--- config.mk ---
export PLATFORM = sky130hd
export DESIGN_NAME = dmem_port_arbiter
export DESIGN_NICKNAME = d
export VERILOG_FILES = /design/src/rtl/dmem_port_arbiter.sv
export SDC_FILE = /design/constraint.sdc
export NUM_CORES = 1
export LEC_CHECK = 0
export BUFFER_PORTS_ARGS = -buffer_cell sky130_fd_sc_hd__clkbuf_2
export CAP_MARGIN = 10
export CORE_AREA = 2 2 118 120
export DETAILED_ROUTE_END_ITERATION = 12
export DIE_AREA = 0 0 120 122
export MAX_ROUTING_LAYER = met4
export PLACE_DENSITY = 0.87
export SETUP_SLACK_MARGIN = 0.3
export SLEW_MARGIN = 20
export SYNTH_ARGS = -nofsm -noshare
export SYNTH_HDL_FRONTEND = slang
export SYNTH_SLANG_ARGS = --single-unit
--- constraint.sdc ---
create_clock -name clk -period 10.63 [get_ports clk]
set_clock_uncertainty 0.05 [all_clocks]
set_input_delay 1.5945 -clock clk [delete_from_list [all_inputs] [get_ports clk]]
set_output_delay 1.5945 -clock clk [all_outputs]
set_load 0.05 [all_outputs]
--- src/rtl/dmem_port_arbiter.sv ---
// dmem_port_arbiter
// Shares the single-port data memory between the core load/store port and a
// host/loader port. A winner is picked in IDLE and granted in the same cycle.
// Its request is captured and the memory strobe is held for MEM_LATENCY
// cycles. A one-cycle done pulse then goes back to that requester.
module dmem_port_arbiter #(
    parameter int ADDR_WIDTH    = 32,
    parameter int DATA_WIDTH    = 32,
    parameter int MEM_LATENCY   = 1,
    parameter int HOST_PRIORITY = 0
) (
    input  logic                  clk,
    input  logic                  reset,
    input  logic                  core_req_i,
    input  logic                  core_we_i,
    input  logic [ADDR_WIDTH-1:0] core_addr_i,
    input  logic [DATA_WIDTH-1:0] core_wdata_i,
    output logic                  core_gnt_o,
    output logic                  core_done_o,
    output logic [DATA_WIDTH-1:0] core_rdata_o,
    input  logic                  host_req_i,
    input  logic                  host_we_i,
    input  logic [ADDR_WIDTH-1:0] host_addr_i,
    input  logic [DATA_WIDTH-1:0] host_wdata_i,
    output logic                  host_gnt_o,
    output logic                  host_done_o,
    output logic [DATA_WIDTH-1:0] host_rdata_o,
    output logic                  mem_read_o,
    output logic                  mem_write_o,
    output logic [ADDR_WIDTH-1:0] mem_addr_o,
    output logic [DATA_WIDTH-1:0] mem_wdata_o,
    input  logic [DATA_WIDTH-1:0] mem_rdata_i,
    output logic                  busy_o,
    output logic                  owner_o
);

    // A zero-cycle access has no meaning; refuse to elaborate it.
    if (MEM_LATENCY < 1) begin : g_latency_check
        $error("dmem_port_arbiter: MEM_LATENCY must be >= 1");
    end

    localparam int               CNT_W         = (MEM_LATENCY > 1) ? $clog2(MEM_LATENCY) : 1;
    localparam logic [CNT_W-1:0] CNT_LOAD      = CNT_W'(MEM_LATENCY - 1);
    localparam logic             HOST_WINS_TIE = (HOST_PRIORITY != 0);

    typedef enum logic [1:0] {
        ST_IDLE   = 2'd0,
        ST_ACCESS = 2'd1,
        ST_DONE   = 2'd2
    } state_t;

    state_t                  state_q, state_d;
    logic [CNT_W-1:0]        cnt_q, cnt_d;
    logic                    we_q, we_d;
    logic [ADDR_WIDTH-1:0]   addr_q, addr_d;
    logic [DATA_WIDTH-1:0]   wdata_q, wdata_d;
    logic                    owner_q, owner_d;        // 0 = core, 1 = host
    logic                    last_owner_q, last_owner_d;
    logic [DATA_WIDTH-1:0]   core_rdata_q, core_rdata_d;
    logic [DATA_WIDTH-1:0]   host_rdata_q, host_rdata_d;

    logic                    any_req;
    logic                    pick_host;

    // Host wins when it is alone, or on a tie when it has fixed priority or
    // the core was the previous owner (round-robin).
    always_comb begin
        any_req   = core_req_i | host_req_i;
        pick_host = host_req_i & (~core_req_i | HOST_WINS_TIE | ~last_owner_q);
    end

    // Next-state, capture and grant logic.
    always_comb begin
        state_d      = state_q;
        cnt_d        = cnt_q;
        we_d         = we_q;
        addr_d       = addr_q;
        wdata_d      = wdata_q;
        owner_d      = owner_q;
        last_owner_d = last_owner_q;
        core_rdata_d = core_rdata_q;
        host_rdata_d = host_rdata_q;
        core_gnt_o   = 1'b0;
        host_gnt_o   = 1'b0;

        case (state_q)
            ST_IDLE: begin
                if (any_req) begin
                    core_gnt_o = ~pick_host;
                    host_gnt_o = pick_host;
                    owner_d    = pick_host;
                    we_d       = pick_host ? host_we_i    : core_we_i;
                    addr_d     = pick_host ? host_addr_i  : core_addr_i;
                    wdata_d    = pick_host ? host_wdata_i : core_wdata_i;
                    cnt_d      = CNT_LOAD;
                    state_d    = ST_ACCESS;
                end
            end
            ST_ACCESS: begin
                if (cnt_q == '0) begin
                    if (!we_q) begin
                        if (owner_q) begin
                            host_rdata_d = mem_rdata_i;
                        end else begin
                            core_rdata_d = mem_rdata_i;
                        end
                    end
                    last_owner_d = owner_q;
                    state_d      = ST_DONE;
                end else begin
                    cnt_d = cnt_q - CNT_W'(1);
                end
            end
            ST_DONE: begin
                state_d = ST_IDLE;
            end
            default: begin
                state_d = ST_IDLE;
            end
        endcase

        // No grant may escape while the block is held in reset.
        if (reset) begin
            core_gnt_o = 1'b0;
            host_gnt_o = 1'b0;
        end
    end

    // State and captured-request registers; last_owner starts at host so the
    // core wins the first tie.
    always_ff @(posedge clk or posedge reset) begin
        if (reset) begin
            state_q      <= ST_IDLE;
            cnt_q        <= '0;
            we_q         <= 1'b0;
            addr_q       <= '0;
            wdata_q      <= '0;
            owner_q      <= 1'b0;
            last_owner_q <= 1'b1;
            core_rdata_q <= '0;
            host_rdata_q <= '0;
        end else begin
            state_q      <= state_d;
            cnt_q        <= cnt_d;
            we_q         <= we_d;
            addr_q       <= addr_d;
            wdata_q      <= wdata_d;
            owner_q      <= owner_d;
            last_owner_q <= last_owner_d;
            core_rdata_q <= core_rdata_d;
            host_rdata_q <= host_rdata_d;
        end
    end

    // Strobes only in ACCESS; address/data simply follow the capture registers.
    assign mem_read_o   = (state_q == ST_ACCESS) & ~we_q;
    assign mem_write_o  = (state_q == ST_ACCESS) &  we_q;
    assign mem_addr_o   = addr_q;
    assign mem_wdata_o  = wdata_q;
    assign core_done_o  = (state_q == ST_DONE) & ~owner_q;
    assign host_done_o  = (state_q == ST_DONE) &  owner_q;
    assign core_rdata_o = core_rdata_q;
    assign host_rdata_o = host_rdata_q;
    assign busy_o       = (state_q != ST_IDLE);
    assign owner_o      = owner_q;

endmodule

After elaboration in Yosys (flattened, before gate mapping):

Index checks and enable logic that the tools add are counted.

* RAM bits: 0
* flip-flop bits (word level): 134
* latch bits: 0
* memories: 0
* output and inout port bits: 136
* word-level logic and storage cells: 51
* input port bits: 166
* ROM bits: 0

* $mul: 0
* add/subtract/negate cells: 1
* $lt $le $gt $ge: 0
* equality and inequality tests: 4
* div/mod/pow operators: 0
* bitwise operators: 13
* shifts and indexed selects: 0
* reduce and logical (&&, ||, !) cells: 9
* multiplexer cells: 15

Operators with widths (number)
* $mux W32: 2
* $mux W1: 9
* $reduce_and A2 Y1: 4
* $reduce_and A4 Y1: 2
* $not A1 Y1: 6
* $and A1 B1 Y1: 5
* $mux W2: 2
* $ne A2 B2 Y1 const B: 2
* $pmux W2 S2: 1
* $reduce_bool A2 Y1: 2
* $eq A2 B1 Y1 const B: 1
* $eq A2 B2 Y1 const B: 1
* $logic_not A2 Y1: 1
* $or A1 B1 Y1: 2
* $pmux W1 S2: 1
* $sub A1 B1 Y1 const B: 1

Depth between registers and ports, before layout:

Gate-level depths: netlist (run 1).

* depth in word-level cells: 7
* gate-level depth with buffers: 5
* depth with buffers taken out: 3

Least setup slack after synthesis (run 1):

Ideal clock, no wire load.

* kind: input to output
* start point: input reset
* end point: output host_gnt_o
* slack: 3.822 ns
* required time: 8.986 ns
* arrival time: 5.163 ns
* path buffers: 0
* stages: 2
* cell sequence: inv_1 and3_1

* cells in the longest elaborated chain, start to end: 1

RTL lines
* start, declared: line 13 `input logic reset,`
* $mux W1: line 123 `if (reset) begin`
* end, declared: line 25 `output logic host_gnt_o,`

Every way passes these cells.

Final worst setup path (run 1):

* start point: input reset
* end point: output core_gnt_o

* cells in the longest elaborated chain, start to end: 1

RTL lines
* $mux W1: line 123
* end, declared: line 18 `output logic core_gnt_o,`

Every way passes these cells.

==> results of run 1 <==
==> how the worst max path moves through the flow <==
stage	to	depth (start not counted)	from
3_5_place_dp	core_gnt_o	5	reset
5_1_grt	core_gnt_o	5	reset
6_report	core_gnt_o	5	reset
4_1_cts	core_gnt_o	5	reset
2_1_floorplan	host_gnt_o	2	reset
3_3_place_gp	core_gnt_o	5	reset
==> metrics by stage <==
stage	worst slack [ps]	hold WS, ps
floorplan	3822	467.4
global placement	5449	440.4
detailed placement	5436	441.2
CTS	5422	459.9
global route	5192	471.1
finish	5489	456.7
==> metal layers <==
metal  track usage  wire [um]  share of wire
met1        0.2563       6118           0.41
met2        0.3335       7580           0.50
met3       0.05290       1038          0.069
met4       0.07426        280          0.019
met5             -          0              0
==> sequential cells by signal (all words and copies together) (netlist names) <==
signal        count
host_rdata_o     32
last_owner_q      1
we_q              1
mem_addr_o       32
core_rdata_o     32
owner_o           1
mem_wdata_o      32
state_q           2
==> logic make-up after synthesis <==
group | synth area share
AOI/OAI and AO/OA | 0.1175
muxes | 0.1664
and+or+nand+nor | 0.08769
buffers and inverters | 0.04939
DFF | 0.5790
==> synthesized netlist by cell type <==
| master | n |
|---|---|
| and2_1 | 3 |
| nand2b_1 | 1 |
| dfstp_2 | 1 |
| buf_12 | 6 |
| nor2_4 | 1 |
| clkbuf_2 | 3 |
| and2b_1 | 1 |
| a21boi_1 | 1 |
| clkbuf_1 | 13 |
| nor2b_1 | 1 |
| nor3b_2 | 1 |
| dfrtp_1 | 132 |
| buf_6 | 3 |
| mux2_4 | 60 |
| inv_1 | 3 |
| and3b_2 | 1 |
| nor3b_1 | 1 |
| a221o_1 | 65 |
| o21ai_2 | 1 |
| and3_1 | 66 |
| mux2_2 | 5 |
| a22o_1 | 1 |
| and3_4 | 1 |
| buf_2 | 11 |
==> area by class of cell <==
type	count	share of cell area
sequential	133	0.4222
clock buffer	17	0.05395
clock inverter	15	0.02460
timing repair buffer	305	0.1949
multi-input combinational	210	0.2737
tap	180	0.02856
inverter	3	0.002063
==> worst reg2reg max path: stages (launching register included) <==
cell and delay, ps:
dfrtp_1 450, nor2_4 280, buf_4 500, o21ai_4 110, buf_4 360, a221o_1 470
==> impl_metrics.csv, run 1 <==
group,metric,value,unit
outcome,status,"finished clean",
worst_setup_path,critical_path_buf_inv_count,4,
placement,post_dp_cell_area,0.007266,mm^2
worst_setup_path,rrSetupSlack,8300,ps
clock_network,worstSkewPairLatency,400,ps
drt,finalWirelength,15020,um
clock_network,postCtsHoldBufs,0,
final_layout,leading_cell_type_in_the_layout_fill_and_taps_excluded,"clkbuf_2",
sta,rsz0062_at_grt,"false",
drt,drt_pass1_iterations,4,
die,top_level_ports,302,
die,die_height,122,um
worst_setup_path,reg2reg_to,"mem_wdata_o[8]",
synth,yosysUniqueCellTypes,24,
min_path,worst_hold_path_type,"flop to flop",
worst_setup_path,worstPathMaxFanout,70,
worst_setup_path,worst_ep_required_time,8990,ps
die,floorplan.die.width,120,um
synth,yosys_warnings,0,
drt,route.antenna.remaining_nets,0,
drt,remaining_drc_errors,0,
global_route,total_congestion_overflow,0,
die,rows,43,
synth,synth_top_area_cell,"dfrtp_1",
global_route,antenna_violations_before_repair,0,
sta,fin_crit,5141,ps
final_layout,layout.area.seq,0.003329,mm^2
final_layout,final_layout_size_suffix_gt1_frac,0.6032,
final_layout,syn_to_final_growth,37.12,%
drt,drt_iter0_markers,276,
clock_network,cts_root_buf,"clkbuf_16",
placement,port-buffer-count,301,
clock_network,cts.sinks,133,
die,floorplan.initialDensity,0.4258,
drt,vias_after_detailed_routing,4482,
final_layout,fin_area,0.007885,mm^2
worst_setup_path,timing.reg2reg.worst_path_depth,5,
worst_setup_path,critical_path.reg2reg.startpoint,"state_q[1]",
synth,synth_fp_nets,548,
global_route,grt_first_pass_wirelength,23050,um
final_layout,non_filler_cells_in_the_finished_layout,863,
sta,fin_tns_setup,0,ps
synth,post_synth_main_area_contributors,"dfrtp_1 57%, mux2_4 16%, a221o_1 11%",
clock_network,tritoncts,"yes",
synth,per_instance_average_area_after_synthesis,15.05,um^2
global_route,number_of_global_route_vias_before_repair,4496,
sta,finalHoldViolations,0,
drt,wire_per_inst,17.40,um
final_layout,final_cell_mix,"301 x clkbuf_2, 132 x dfrtp_1, 66 x and3_1, 65 x a221o_1, 60 x mux2_4",
placement,gpl_congestion,0.8123,
synth,seq_area_frac_synth,0.5790,
sta,fmax,0.1945,GHz
clock_network,clock_transition_time_at_the_flip_flop_clock_pins_of_the_worst_setup_and_hold_paths,60,ps
worst_setup_path,crit_chain,"clkbuf_2, inv_6, buf_4, and2_1, clkbuf_2",
placement,dpl.hpwl,10580,um
sta,slew-limit-headroom,0.2545,
min_path,timing.hold.worst.start,"core_rdata_o[31]",
clock_network,tritoncts.num_buffers,17,
sta,worst_slew_pin_slew,1118,ps
global_route,largest_net_degree_at_the_start_of_global_routing,71,
flow_run,number_of_max_cap_violations,0,
synth,synth-seq-cells,133,
worst_setup_path,cpMaxStageDelayCell,"buf_4",
sta,timing.final.crit_share,0.4836,
drt,vias_per_cell,5.194,
placement,place_inst,831,
die,core-area,0.01350,mm^2
synth,summed_instance_area_of_the_synthesized_netlist,0.005751,mm^2
final_layout,finish.net_count,836,
global_route,global_route.usage.total,0.2078,
clock_network,h-tree-depth,4,
worst_setup_path,critical_path.startpoint_type,"input port",
clock_network,post_cts_resized,0,
worst_setup_path,cpLargestDelayFamily,"buffers and inverters",
final_layout,antenna_diode_count,0,
synth,synth_cells,382,
min_path,worst_hold_path.num_cells,1,
worst_setup_path,worst-setup-path-type,"input port to output pin",
clock_network,cts_setup_buffers,0,
final_layout,num-fill-cells,1128,
sta,setup-violations-final,0,
die,design.die.area,0.01464,mm^2
sta,timing.final.max_slew_violations,0,
synth,area_share_of_the_largest_cell_type_after_synthesis,0.5744,
worst_setup_path,cp_slowest_stage_delay,770,ps
worst_setup_path,arrival_time_worst_endpoint,3500,ps
clock_network,clock_path_buffers,2,
final_layout,multiInputGateArea,0.002158,mm^2
worst_setup_path,cp_common_cell,"clkbuf_2",
min_path,whs_endpoint,"core_rdata_o[31]",
worst_setup_path,cp-end-kind,"output pin",
final_layout,utilization,0.5839,
Power of run 1 is not shown: default switching activity piles up to over one toggle a cycle in this logic, so the estimate is an artifact.
==> inputs of run 2 (changes only) <==
- CORE_AREA: 2 2 118 120 -> not set
- CORE_MARGIN: not set -> 2
- CORE_UTILIZATION: not set -> 41
- DIE_AREA: 0 0 120 122 -> not set
- clock period: 10.63 -> 4.7 ns (I/O delays scaled with it)
==> impl_metrics.csv, run 2 (synthesis results as in run 1) <==
group,metric,value,unit
clock_network,h-tree-depth,4,
final_layout,non_filler_cells_in_the_finished_layout,866,
global_route,grt_first_pass_wirelength,23580,um
worst_setup_path,arrival_time_worst_endpoint,1820,ps
final_layout,multiInputGateArea,0.002158,mm^2
sta,finalHoldViolations,0,
clock_network,worstSkewPairLatency,410,ps
worst_setup_path,cp_slowest_stage_delay,440,ps
sta,setup-violations-final,0,
worst_setup_path,cp-end-kind,"output pin",
sta,rsz0062_at_grt,"false",
placement,port-buffer-count,301,
sta,fin_tns_setup,0,ps
clock_network,cts.sinks,133,
drt,routedLengthMet1,6255,um
drt,vias_after_detailed_routing,4431,
final_layout,finish.net_count,839,
global_route,antenna_violations_before_repair,0,
clock_network,cts_root_buf,"clkbuf_16",
worst_setup_path,timing.reg2reg.worst_path_depth,5,
sta,timing.hold.ws,457.6,ps
sta,worst_slew_pin_slew,1113,ps
flow_run,number_of_max_cap_violations,0,
final_layout,antenna_diode_count,0,
drt,drt_pass1_iterations,5,
final_layout,utilization,0.5742,
worst_setup_path,worstPathMaxFanout,16,
drt,finalWirelength,15550,um
final_layout,final_layout_size_suffix_gt1_frac,0.6050,
outcome,status,"finished clean",
drt,remaining_drc_errors,0,
sta,timing.final.max_slew_violations,0,
clock_network,post_cts_resized,0,
final_layout,num-fill-cells,1112,
die,floorplan.initialDensity,0.4175,
drt,dr.max_layer_used,"met4",
worst_setup_path,worst-setup-path-type,"flop to output pin",
sta,fmax,0.3876,GHz
worst_setup_path,cpMaxStageDelayCell,"dfrtp_1",
clock_network,tritoncts,"yes",
clock_network,clock_transition_time_at_the_flip_flop_clock_pins_of_the_worst_setup_and_hold_paths,60,ps
sta,fin_crit,2580,ps
clock_network,clock_path_buffers,2,
final_layout,leading_cell_type_in_the_layout_fill_and_taps_excluded,"clkbuf_2",
clock_network,cts_setup_buffers,0,
global_route,number_of_global_route_vias_before_repair,4522,
drt,wire_per_inst,17.96,um
die,core-area,0.01377,mm^2
drt,drt_iter0_markers,228,
min_path,worst_hold_path_type,"flop to flop",
worst_setup_path,worst_setup_path_endpoint,"core_gnt_o",
drt,met2WireLength,7930,um
clock_network,tritoncts.num_buffers,17,
die,design.die.area,0.01499,mm^2
worst_setup_path,rrSetupSlack,2210,ps
final_layout,layout.area.seq,0.003329,mm^2
placement,gpl_congestion,0.8263,
worst_setup_path,critical_path_buf_inv_count,1,
clock_network,postCtsHoldBufs,0,
die,rows,43,
drt,route.antenna.remaining_nets,0,
die,die_height,122.4,um
worst_setup_path,timing_startpoint_of_the_critical_path,"state_q[0]",
worst_setup_path,critical_path.startpoint_type,"flop",
global_route,largest_net_degree_at_the_start_of_global_routing,71,
sta,slew-limit-headroom,0.2577,
sta,timing.final.crit_share,0.5489,
worst_setup_path,critical_path.reg2reg.startpoint,"state_q[0]",
placement,place_inst,834,
die,top_level_ports,302,
worst_setup_path,crit_chain,"nor2_4, and3_4, and2_1, clkbuf_2",
global_route,global_route.usage.total,0.2134,
placement,dpl.hpwl,11250,um
worst_setup_path,worst_ep_required_time,3940,ps
final_layout,final_cell_mix,"301 x clkbuf_2, 132 x dfrtp_1, 66 x and3_1, 65 x a221o_1, 60 x mux2_4",
global_route,total_congestion_overflow,0,
worst_setup_path,cpLargestDelayFamily,"simple AND/OR/NAND/NOR gates",
drt,vias_per_cell,5.117,
worst_setup_path,reg2reg_to,"mem_wdata_o[2]",
die,floorplan.die.width,122.4,um
drt,dr_wl_met3,1083,um
worst_setup_path,cp.depth,4,
final_layout,syn_to_final_growth,37.53,%
-- run 2: worst min path at each step --
stage                     start          endpoint  cells past startpoint  slack, ps
2_1_floorplan              we_q              we_q                      1        470
3_3_place_gp   host_rdata_o[28]  host_rdata_o[28]                      1        440
3_5_place_dp   core_rdata_o[20]  core_rdata_o[20]                      1        440
4_1_cts          core_addr_i[1]     mem_addr_o[1]                      2        450
5_1_grt        core_wdata_i[19]   mem_wdata_o[19]                      2        450
6_report       core_rdata_o[20]  core_rdata_o[20]                      1        460
-- run 2: layout make-up --
cell class | count | area share
repair buffers | 308 | 0.1971
inverters | 3 | 0.001898
multi-input cells | 210 | 0.2729
flip-flops and latches | 133 | 0.4210
well taps | 180 | 0.02848
clock inverters | 15 | 0.02484
clock buffers | 17 | 0.05379
-- run 2: worst register-to-register path, delay by kind of cell, from the launching register on --
kind	cells	cell delay (ps)
AO/OA/AOI/OAI	2	730
buffers and inverters	2	840
AND/OR/NAND/NOR	1	320
flip-flops	1	440
-- run 2: layer usage --
metal  up-vias  global-route usage
met5         -                   -
met4         0             0.07328
met3        23             0.05483
met2       214              0.3524
met1      2141              0.2545
li1       2053                   -
-- run 2: per-stage QoR --
stage	setup WS [ps]	cell area, um^2
final	2120	7909
after global routing	2008	7909
after CTS	2079	7909
after detailed placement	2223	7287
after global placement	2301	7287
after floorplan	670.5	5754
Power of run 2 is left out for the same reason.
==> inputs of run 3 (changes only) <==
- ABC_AREA: not set -> 1
- CORE_UTILIZATION: 41 -> 46
- PLACE_DENSITY: 0.87 -> 0.9
- clock period: 4.7 -> 2.7 ns (I/O delays scaled with it)
==> impl_metrics.csv, run 3 <==
group,metric,value,unit
synth,synth_fp_nets,967,
clock_network,postCtsHoldBufs,0,
clock_network,h-tree-depth,4,
worst_setup_path,worst-setup-path-type,"flop to output pin",
flow_run,number_of_max_cap_violations,0,
global_route,total_congestion_overflow,0,
synth,postSynth.topFlopCell,"dfrtp_1",
synth,synth-seq-cells,133,
clock_network,worstSkewPairLatency,410,ps
global_route,number_of_global_route_vias_before_repair,6246,
clock_network,clock_path_buffers,2,
synth,synth-compound-area-share,0.002254,
final_layout,finish.net_count,1244,
synth,asyncSetResetFlopFracSynth,1.000,
die,rows,42,
worst_setup_path,worstPathMaxFanout,21,
drt,remaining_drc_errors,0,
global_route,antenna_violations_before_repair,0,
synth,per_instance_average_area_after_synthesis,7.624,um^2
clock_network,clock_transition_time_at_the_flip_flop_clock_pins_of_the_worst_setup_and_hold_paths,60,ps
drt,vias_after_detailed_routing,6420,
global_route,global_route.usage.total,0.2779,
sta,timing.hold.ws,81.96,ps
sta,worst_slew_pin_slew,677.0,ps
worst_setup_path,critical_path_buf_inv_count,2,
sta,timing.final.max_slew_violations,0,
die,die_height,119.2,um
final_layout,syn_to_final_growth,36.63,%
worst_setup_path,reg2reg_to,"core_rdata_o[21]",
drt,drt_iter0_markers,481,
die,floorplan.die.width,119.2,um
die,floorplan.initialDensity,0.4667,
synth,mux_cell_area_share_after_synthesis,0,
synth,seq_area_frac_synth,0.5452,
worst_setup_path,worst_ep_required_time,2250,ps
clock_network,cts.sinks,133,
drt,route.antenna.remaining_nets,0,
placement,gpl_congestion,0.8430,
synth,yosysUniqueCellTypes,16,
worst_setup_path,crit_chain,"nor2_4, inv_1, nor2_1, clkbuf_2",
pwr,powerDensity,1581,mW/mm^2
placement,port-buffer-count,301,
drt,drt_pass1_iterations,8,
synth,synth_top_area_cell,"dfrtp_1",
synth,synthXorXnorAreaFrac,0,
sta,finalHoldViolations,0,
clock_network,cts_setup_buffers,0,
worst_setup_path,cpMaxStageDelayCell,"dfrtp_1",
sta,rsz0062_at_grt,"false",
worst_setup_path,cp_slowest_stage_delay,420,ps
synth,synth-edff-count,0,
synth,area_share_of_the_largest_cell_type_after_synthesis,0.5409,
synth,synth-adder-area-share,0,
placement,dpl.hpwl,13300,um
die,design.die.area,0.01421,mm^2
drt,wire_per_inst,14.67,um
worst_setup_path,rrSetupSlack,790,ps
final_layout,leading_cell_type_in_the_layout_fill_and_taps_excluded,"nand2_1",
sta,slew-limit-headroom,0.5487,
sta,setup-violations-final,0,
sta,fmax,0.4449,GHz
synth,most_frequent_cell_after_synthesis,"nand2_1",
final_layout,final_cell_mix,"459 x nand2_1, 301 x clkbuf_2, 132 x dfrtp_1, 99 x nand3_1, 32 x nand4_1",
die,top_level_ports,302,
worst_setup_path,critical_path.startpoint_type,"flop",
synth,ys_top_cells_by_count,"461 x nand2_1, 132 x dfrtp_1, 99 x nand3_1",
final_layout,antenna_diode_count,0,
global_route,grt_first_pass_wirelength,30380,um
die,core-area,0.01309,mm^2
clock_network,post_cts_resized,0,
worst_setup_path,cpLargestDelayFamily,"simple AND/OR/NAND/NOR gates",
outcome,status,"finished clean",
clock_network,cts_root_buf,"clkbuf_16",
sta,timing.final.crit_share,0.8325,
synth,post_synth_main_area_contributors,"dfrtp_1 54%, nand2_1 28%, nand3_1 8.1%",
global_route,largest_net_degree_at_the_start_of_global_routing,81,
clock_network,tritoncts.num_buffers,17,
worst_setup_path,arrival_time_worst_endpoint,1790,ps
pwr,leakage,0.005014,uW
min_path,worst_hold_path_type,"input port to async pin",
drt,vias_per_cell,5.067,
worst_setup_path,timing.reg2reg.worst_path_depth,5,
sta,fin_crit,2248,ps
synth,yosys_warnings,0,
synth,synth_top_family_by_area,"simple AND/OR/NAND/NOR gates",
pwr,irDropWorstVdd,0.6110,mV
drt,finalWirelength,18590,um
synth,synth_cells,801,
worst_setup_path,cp-end-kind,"output pin",
worst_setup_path,critical_path.reg2reg.startpoint,"state_q[1]",
synth,summed_instance_area_of_the_synthesized_netlist,0.006107,mm^2
sta,fin_tns_setup,0,ps
synth,post_synth_and_or_nand_nor_area_fraction,0.4040,
final_layout,final_layout_size_suffix_gt1_frac,0.3245,
clock_network,tritoncts,"yes",
## run 3: changes by cell type after synthesis, moves of 5 or more
cell	before	now
buf_12	6	0
mux2_4	60	0
buf_2	11	33
clkbuf_1	13	21
nand2_1	0	461
nor2_1	0	6
nand3_1	0	99
a221o_1	65	0
nand4_1	0	32
mux2_2	5	0
and3_1	66	0
## run 3: cell families (layout without fill, tap and decap cells)
logic type,Yosys count,in the layout
buf+inv,65,355
compound gates,2,2
simple gates,601,601
flops,133,133
## run 3: final cells by class
| type | count | area, um^2 |
|---|---|---|
| well taps | 176 | 220.2 |
| fillers | 1123 | 4741 |
| clock inverters | 7 | 116.4 |
| inverters | 7 | 30.03 |
| repair buffers | 316 | 1644 |
| multi-input cells | 603 | 2499 |
| clock buffers | 25 | 505.5 |
| flip-flops and latches | 133 | 3329 |
## run 3: worst min-delay path: stages
cell and delay [ps]:
clkbuf_2 110, clkinvlp_4 90, buf_12 350
## run 3: worst max-delay path by stage
stage	start	to	slack [ps]	depth (start not counted)
after global placement	state_q[1]	host_gnt_o	900	4
after global routing	state_q[1]	mem_write_o	350	4
final	state_q[1]	mem_write_o	450	4
after detailed placement	state_q[1]	core_rdata_o[2]	880	5
after floorplan	owner_o	core_done_o	580	3
after CTS	state_q[1]	mem_write_o	440	4
## run 3: routing by layer
metal / share of wire / wire length (um) / track usage
met5: 0 / 0 / -
met4: 0.044 / 815 / 0.1421
met3: 0.070 / 1310 / 0.05939
met2: 0.48 / 8992 / 0.4400
met1: 0.40 / 7467 / 0.3372
## run 3: per-stage QoR
step	power, uW	util	std cells	cell area, um^2	worst slack [ps]
floorplan	8943	-	801	6111	578.7
global placement	10640	0.5902	1235	7722	901.2
detailed placement	10810	0.5902	1235	7722	876.4
CTS	13260	0.6377	1267	8344	441.2
global route	13930	0.6377	1267	8344	353.2
finish	13190	0.6377	1267	8344	452.3
## run 3: power by group
part	total, uW	internal [uW]	switching (uW)
clock	2400	1580	823
sequential	3590	2980	610
combinational	7200	1460	5740
total	13200	6020	7170
(Power assumes the default switching activity.)
